===== src/rtl/mini_spi_pkg.sv =====
// Shared types and constants for the Mini_SPI datapath.
// Holds the shift-engine state encoding and the bit-order selector values.
package mini_spi_pkg;

  typedef enum logic [1:0] {
    IDLE  = 2'd0,
    SHIFT = 2'd1,
    DONE  = 2'd2
  } shifter_state_e;

  localparam logic MSB_FIRST = 1'b0;
  localparam logic LSB_FIRST = 1'b1;

endpackage


===== src/rtl/spi_shifter.sv =====
// Parametrised serial/parallel shift engine with parallel load, selectable bit
// order, full-duplex serial output and a frame bit counter with busy/done.
module spi_shifter
  import mini_spi_pkg::*;
#(
  parameter  int unsigned WIDTH = 8,
  localparam int unsigned CNT_W = $clog2(WIDTH + 1)
) (
  input  logic             clk,
  input  logic             clear,
  input  logic             load,
  input  logic [WIDTH-1:0] parallelIn,
  input  logic             lsbFirst,
  input  logic             shift,
  input  logic             serialIn,
  output logic             serialOut,
  output logic [WIDTH-1:0] q,
  output logic [CNT_W-1:0] bitCount,
  output logic             busy,
  output logic             done
);

  shifter_state_e   state_q, state_d;
  logic [WIDTH-1:0] shreg_q, shreg_d;
  logic [CNT_W-1:0] cnt_q, cnt_d;
  logic             busy_q, busy_d;
  logic             done_q, done_d;
  logic             dir_q, dir_d;

  logic [WIDTH-1:0] shifted_msb;
  logic [WIDTH-1:0] shifted_lsb;
  logic [CNT_W-1:0] cnt_inc;

  // A one-bit register has no neighbouring bits to move, so both orders
  // collapse to a plain capture of the serial input.
  if (WIDTH == 1) begin : g_w1
    assign shifted_msb = serialIn;
    assign shifted_lsb = serialIn;
  end else begin : g_wn
    assign shifted_msb = {shreg_q[WIDTH-2:0], serialIn};
    assign shifted_lsb = {serialIn, shreg_q[WIDTH-1:1]};
  end

  assign cnt_inc = cnt_q + CNT_W'(1);

  always_comb begin
    state_d = state_q;
    shreg_d = shreg_q;
    cnt_d   = cnt_q;
    busy_d  = busy_q;
    done_d  = 1'b0;
    dir_d   = dir_q;

    unique case (state_q)
      IDLE, DONE: begin
        busy_d  = 1'b0;
        state_d = IDLE;
        if (load) begin
          shreg_d = parallelIn;
          dir_d   = lsbFirst;
          cnt_d   = '0;
          busy_d  = 1'b1;
          state_d = SHIFT;
        end
      end
      SHIFT: begin
        if (load) begin
          shreg_d = parallelIn;
          dir_d   = lsbFirst;
          cnt_d   = '0;
        end else if (shift) begin
          shreg_d = (dir_q == LSB_FIRST) ? shifted_lsb : shifted_msb;
          cnt_d   = cnt_inc;
          if (cnt_inc == CNT_W'(WIDTH)) begin
            busy_d  = 1'b0;
            done_d  = 1'b1;
            state_d = DONE;
          end
        end
      end
      default: begin
        state_d = IDLE;
        busy_d  = 1'b0;
      end
    endcase
  end

  always_ff @(posedge clk or negedge clear) begin
    if (!clear) begin
      state_q <= IDLE;
      shreg_q <= '0;
      cnt_q   <= '0;
      busy_q  <= 1'b0;
      done_q  <= 1'b0;
      dir_q   <= MSB_FIRST;
    end else begin
      state_q <= state_d;
      shreg_q <= shreg_d;
      cnt_q   <= cnt_d;
      busy_q  <= busy_d;
      done_q  <= done_d;
      dir_q   <= dir_d;
    end
  end

  assign serialOut = (dir_q == LSB_FIRST) ? shreg_q[0] : shreg_q[WIDTH-1];
  assign q         = shreg_q;
  assign bitCount  = cnt_q;
  assign busy      = busy_q;
  assign done      = done_q;

endmodule

===== config.mk =====
export PLATFORM = sky130hd
export DESIGN_NAME = spi_shifter
export DESIGN_NICKNAME = d
export VERILOG_FILES = /design/src/rtl/mini_spi_pkg.sv /design/src/rtl/spi_shifter.sv
export SDC_FILE = /design/constraint.sdc
export NUM_CORES = 1
export LEC_CHECK = 0
export BUFFER_PORTS_ARGS = -buffer_cell sky130_fd_sc_hd__buf_2
export CORE_MARGIN = 2
export CORE_UTILIZATION = 55
export CTS_CLUSTER_DIAMETER = 100
export DETAILED_ROUTE_END_ITERATION = 7
export PLACE_DENSITY = 0.91
export SKIP_CTS_REPAIR_TIMING = 1
export SYNTH_ARGS = -nofsm -noshare
export SYNTH_HDL_FRONTEND = slang
export SYNTH_SLANG_ARGS = --single-unit

===== constraint.sdc =====
create_clock -name clk -period 3.08 [get_ports clk]
set_clock_uncertainty 0.2 [all_clocks]
set_input_delay 0.308 -clock clk [delete_from_list [all_inputs] [get_ports clk]]
set_output_delay 0.308 -clock clk [all_outputs]
set_load 0.02 [all_outputs]

# After elaboration in Yosys (flattened, before gate mapping)
# Cells that the tools add are included.
# word_totals
elab_cells,46
output_inout_bits,15
inputBits,14
reg_bits,17
# op_classes
mux,24
add_sub_neg,1
n_eq_ne,8
n_reduce_logical,7
# op_table
operator,count
$mux 8,4
$pmux 8 s2,1
$mux 4,3
$mux 1,10
$ne 2x2->1 const B,4
$pmux 4 s2,1
$mux 2,3
$reduce_and 3->1,2
$add 4x1->4 const B,1
$eq 4x4->1 const B,1
$pmux 2 s2,1
$ne 3x3->1 const B,1
$reduce_or 3->1,1
$eq 2x1->1 const B,1
$eq 2x2->1 const B,1
$logic_not 2->1,1
$pmux 1 s2,1
$reduce_and 2->1,1
$reduce_bool 2->1,1
$reduce_or 2->1,1

# Logic depth before layout (Yosys ltp)
# logic_depth
depth_word,6
mapped_depth,5

# Worst setup path before layout
# No wires, ideal clock.
# synth_timing
path_kind,register -> register
start,reg state_q[1]
end,reg shreg_q[0] (netlist: q[0])
period_less_slack_ps,1741
slack_ps,1339
arrival_ps,1416
path_stages_with_launch,6
setup_ps,125
cell_sequence,dfrtp_1 -> buf_2 -> nor3b_4 -> buf_6 -> mux2_4 -> mux2_4
# synth_between
elab_chain_len,4
elab_cells_between_ends,9
cone_classes,eq/ne: 4; mux: 1; reduce/logical: 4
# synth_rtl
element,line,text
start: declaration,spi_shifter.sv:23,"shifter_state_e state_q, state_d;"
start signal: assignment,spi_shifter.sv:97,state_q <= state_d;
$eq 2x2->1 / $logic_not 2->1 (equally long branches),spi_shifter.sv:54,unique case (state_q)
$reduce_or 2->1,spi_shifter.sv:54,
$ne 2x2->1 (no source line) / $reduce_bool 2->1 (equally long branches),n/a,
$reduce_and 3->1 (no source line),n/a,
end signal: assignment,spi_shifter.sv:98,shreg_q <= shreg_d;
end: declaration,spi_shifter.sv:24,"logic [WIDTH-1:0] shreg_q, shreg_d;"
# Parallel ways exist; a longest one is shown, timed or not.
# A chain may end at the register's enable or synchronous reset.

# Final worst setup path
# layout_timing
start,reg state_q[0]
end,reg shreg_q[5] (netlist: q[5])
# The elaborated chain is that of the path after synthesis.

==> flow_summary.yaml <==
run_status:
  status: "complete, no violations"
sta:
  rsz0062_at_grt: "no"
  slew_violations: 0
  finalSetupTns_ns: 0
  worst_slew_pin_slew_ns: 0.6704
  fin_ws_ns: 0.9190
  finalCritPeriodShare: 0.7016
  max_freq_mhz: 462.8
  setup_violations: 0
  slew_headroom: 0.5526
  period_needed_ns: 2.161
  hold_viol: 0
drt:
  post_drt_via_cell_ratio: 5.602
  drc: 0
  wl_per_cell_um: 15.25
  drt.antenna.violating_nets: 0
  drt_iter0_drc: 8
  drt_first_pass_iters: 4
  drt-total-wl_um: 2028
  vias: 745
clock_tree:
  cts_buffers: 3
  cts.clk_slew.worst_paths_ns: 0.10
  cts_tree: "yes"
  cts-root-buf: "clkbuf_4"
  clk_path_buf_depth: 2
  cts_max_level: 1
  insertion_delay_ns: 0.30
  clock_sinks: 17
floorplanning:
  row_count: 15
  die-area_sq_um: 2306
  io-pin-count: 29
  fp.dieW_um: 48.03
  start_util: 0.5979
  die_h_um: 48.03
  core-area_sq_um: 1783
global_route:
  grt-ovfl-total: 0
  grt_max_degree: 18
  gr-usage-all-layers: 0.2057
  grt_first_pass_wirelength_um: 3167
  antenna_found_initial: 0
  grt_pass1_vias: 656
power:
  internal_power_mw: 0.4052
  pwr-share-seq: 0.473
  irDropWorstVdd_mv: 0.3554
  p_leak_nw: 0.6353
  power.net_switching_mw: 0.1865
  p_comb_frac: 0.322
  clkPwrFrac: 0.205
  p_per_area_nw_per_um2: 477.2
  swShare: 0.3151
cells_and_area:
  seq_area_sq_um: 425.4
  nNetsFinal: 124
  design_area_sq_um: 1240
  syn2layout_area_growth_pct: 16.31
  utilization: 0.6954
  drive_above_1_share: 0.5926
  insertedDiodeCount: 0
  fill_cells: 122
  multiInputGateArea_sq_um: 598.1
logic_synthesis:
  synth_most_common_cell: "dfrtp_1"
  yosys-top-cells-count: "dfrtp_1, mux2_4, mux2_2"
  synth_fp_nets: 94
  async_reset_ff_frac: 1.000
  ys_dominant_reg_cell: "dfrtp_1"
  syn_avg_cell_area_sq_um: 13.49
  synthCells: 79
  seq_area_frac_synth: 0.3991
  synth_edf_count: 0
  synth_top_area_cell: "dfrtp_1"
  synth_top_cell_area_share: 0.3991
  synth_area_sq_um: 1066
  ys_types: 32
  synthTopCellsByArea: "dfrtp_1, mux2_4, mux2_2"
  yosysWarnings: 0
  ys_ff_latch: 17
critical_path:
  cp_data_required_time_ns: 3.07
  cp.arrival_ns: 2.15
  cp_max_fo: 10
  cp-end-kind: "flop"
  crit_type: "reg2reg"
  critPathLaunchType: "flop"
placement:
  pre_cts_ws_ns: 0.9589
  gp_congestion: 0.8842
  place_hpwl_um: 1482
  placed_cell_area_sq_um: 1202
  io_buffers: 28
run:
  maxCapViolations: 0
worst_hold_path:
  hold_class: "in2reg"
-- path summary, 6_finish.rpt --
path,from,end,slack [ns],depth (start not counted)
worst max-delay path,state_q[0]$_DFFE_PN0P_,q[5]$_DFFE_PN0P_,0.92,3
worst min-delay path,lsbFirst,dir_q$_DFFE_PN0P_,0.03,2
worst max register to register,state_q[0]$_DFFE_PN0P_,q[5]$_DFFE_PN0P_,0.92,3
worst min register to register,busy$_DFFE_PN0P_,busy$_DFFE_PN0P_,0.34,2
max in group asynchronous,clear,done$_DFF_PN0_,2.15,2
min in group asynchronous,clear,bitCount[2]$_DFFE_PN0P_,0.26,2
-- power groups by stage --
stage               clock network [mW]  registers, mW  logic, mW
floorplan                            0          0.302      0.115
global placement                     0          0.281      0.184
detailed placement                   0          0.285      0.190
CTS                              0.125          0.280      0.191
global route                     0.138          0.286      0.207
finish                           0.121          0.280      0.191
-- critical path: stages (launching register included) --
cell and delay [ns]:
dfrtp_1 0.58, nor3b_4 0.66, mux2_4 0.35, mux2_4 0.26
-- cells by family after synthesis --
family                     Yosys count  synth area share
muxes                               26            0.3310
DFF                                 17            0.3991
and+or+nand+nor                     15            0.1045
AOI/OAI and AO/OA                   14            0.1139
buffers and inverters                6           0.03991
adders and majority gates            1           0.01174
-- final cells by class --
cell class / count / share of cell area
tap: 25 / 0.02523
clock buffer: 3 / 0.01816
multi-input combinational: 56 / 0.4823
timing repair buffer: 29 / 0.1211
sequential: 17 / 0.3431
clock inverter: 1 / 0.004036
inverter: 2 / 0.006054
-- layer usage --
metal | GRT usage | part of all wire | wire (um) | vias up
met5 | 0 | 0 | 0 | -
met4 | 0.09189 | 0.015 | 31 | 0
met3 | 0.06038 | 0.039 | 79 | 5
met2 | 0.2853 | 0.49 | 987 | 21
met1 | 0.2944 | 0.46 | 929 | 364
li1 | - | - | - | 355
-- through the flow --
| step | cells | hold slack, ns | power, mW |
|---|---|---|---|
| 2_1_floorplan | 79 | -0.1876 | 0.4175 |
| 3_3_place_gp | 128 | 0.04396 | 0.4654 |
| 3_5_place_dp | 128 | 0.04654 | 0.4755 |
| 4_1_cts | 132 | -0.2836 | 0.5963 |
| 5_1_grt | 133 | 0.04013 | 0.6312 |
| 6_report | 133 | 0.03178 | 0.5917 |
-- layout by cell type (no fill, tap or decap), types with 2 or more instances in the layout --
cell type / netlist / routed
a22o_2: 2 / 2
a31oi_1: 2 / 2
a32o_1: 2 / 2
buf_2: 1 / 28
clkbuf_4: 0 / 3
dfrtp_1: 17 / 17
inv_1: 2 / 2
mux2_2: 9 / 9
mux2_4: 16 / 16
nand2_1: 2 / 2
nand3b_1: 2 / 2
nor2b_1: 2 / 2
-- state kept, by name, indices dropped and copies added, names as in the netlist --
name,count
state_q,2
q,8
busy,1
dir_q,1
done,1
bitCount,4
No activity file was read; power rests on OpenSTA's default activity.
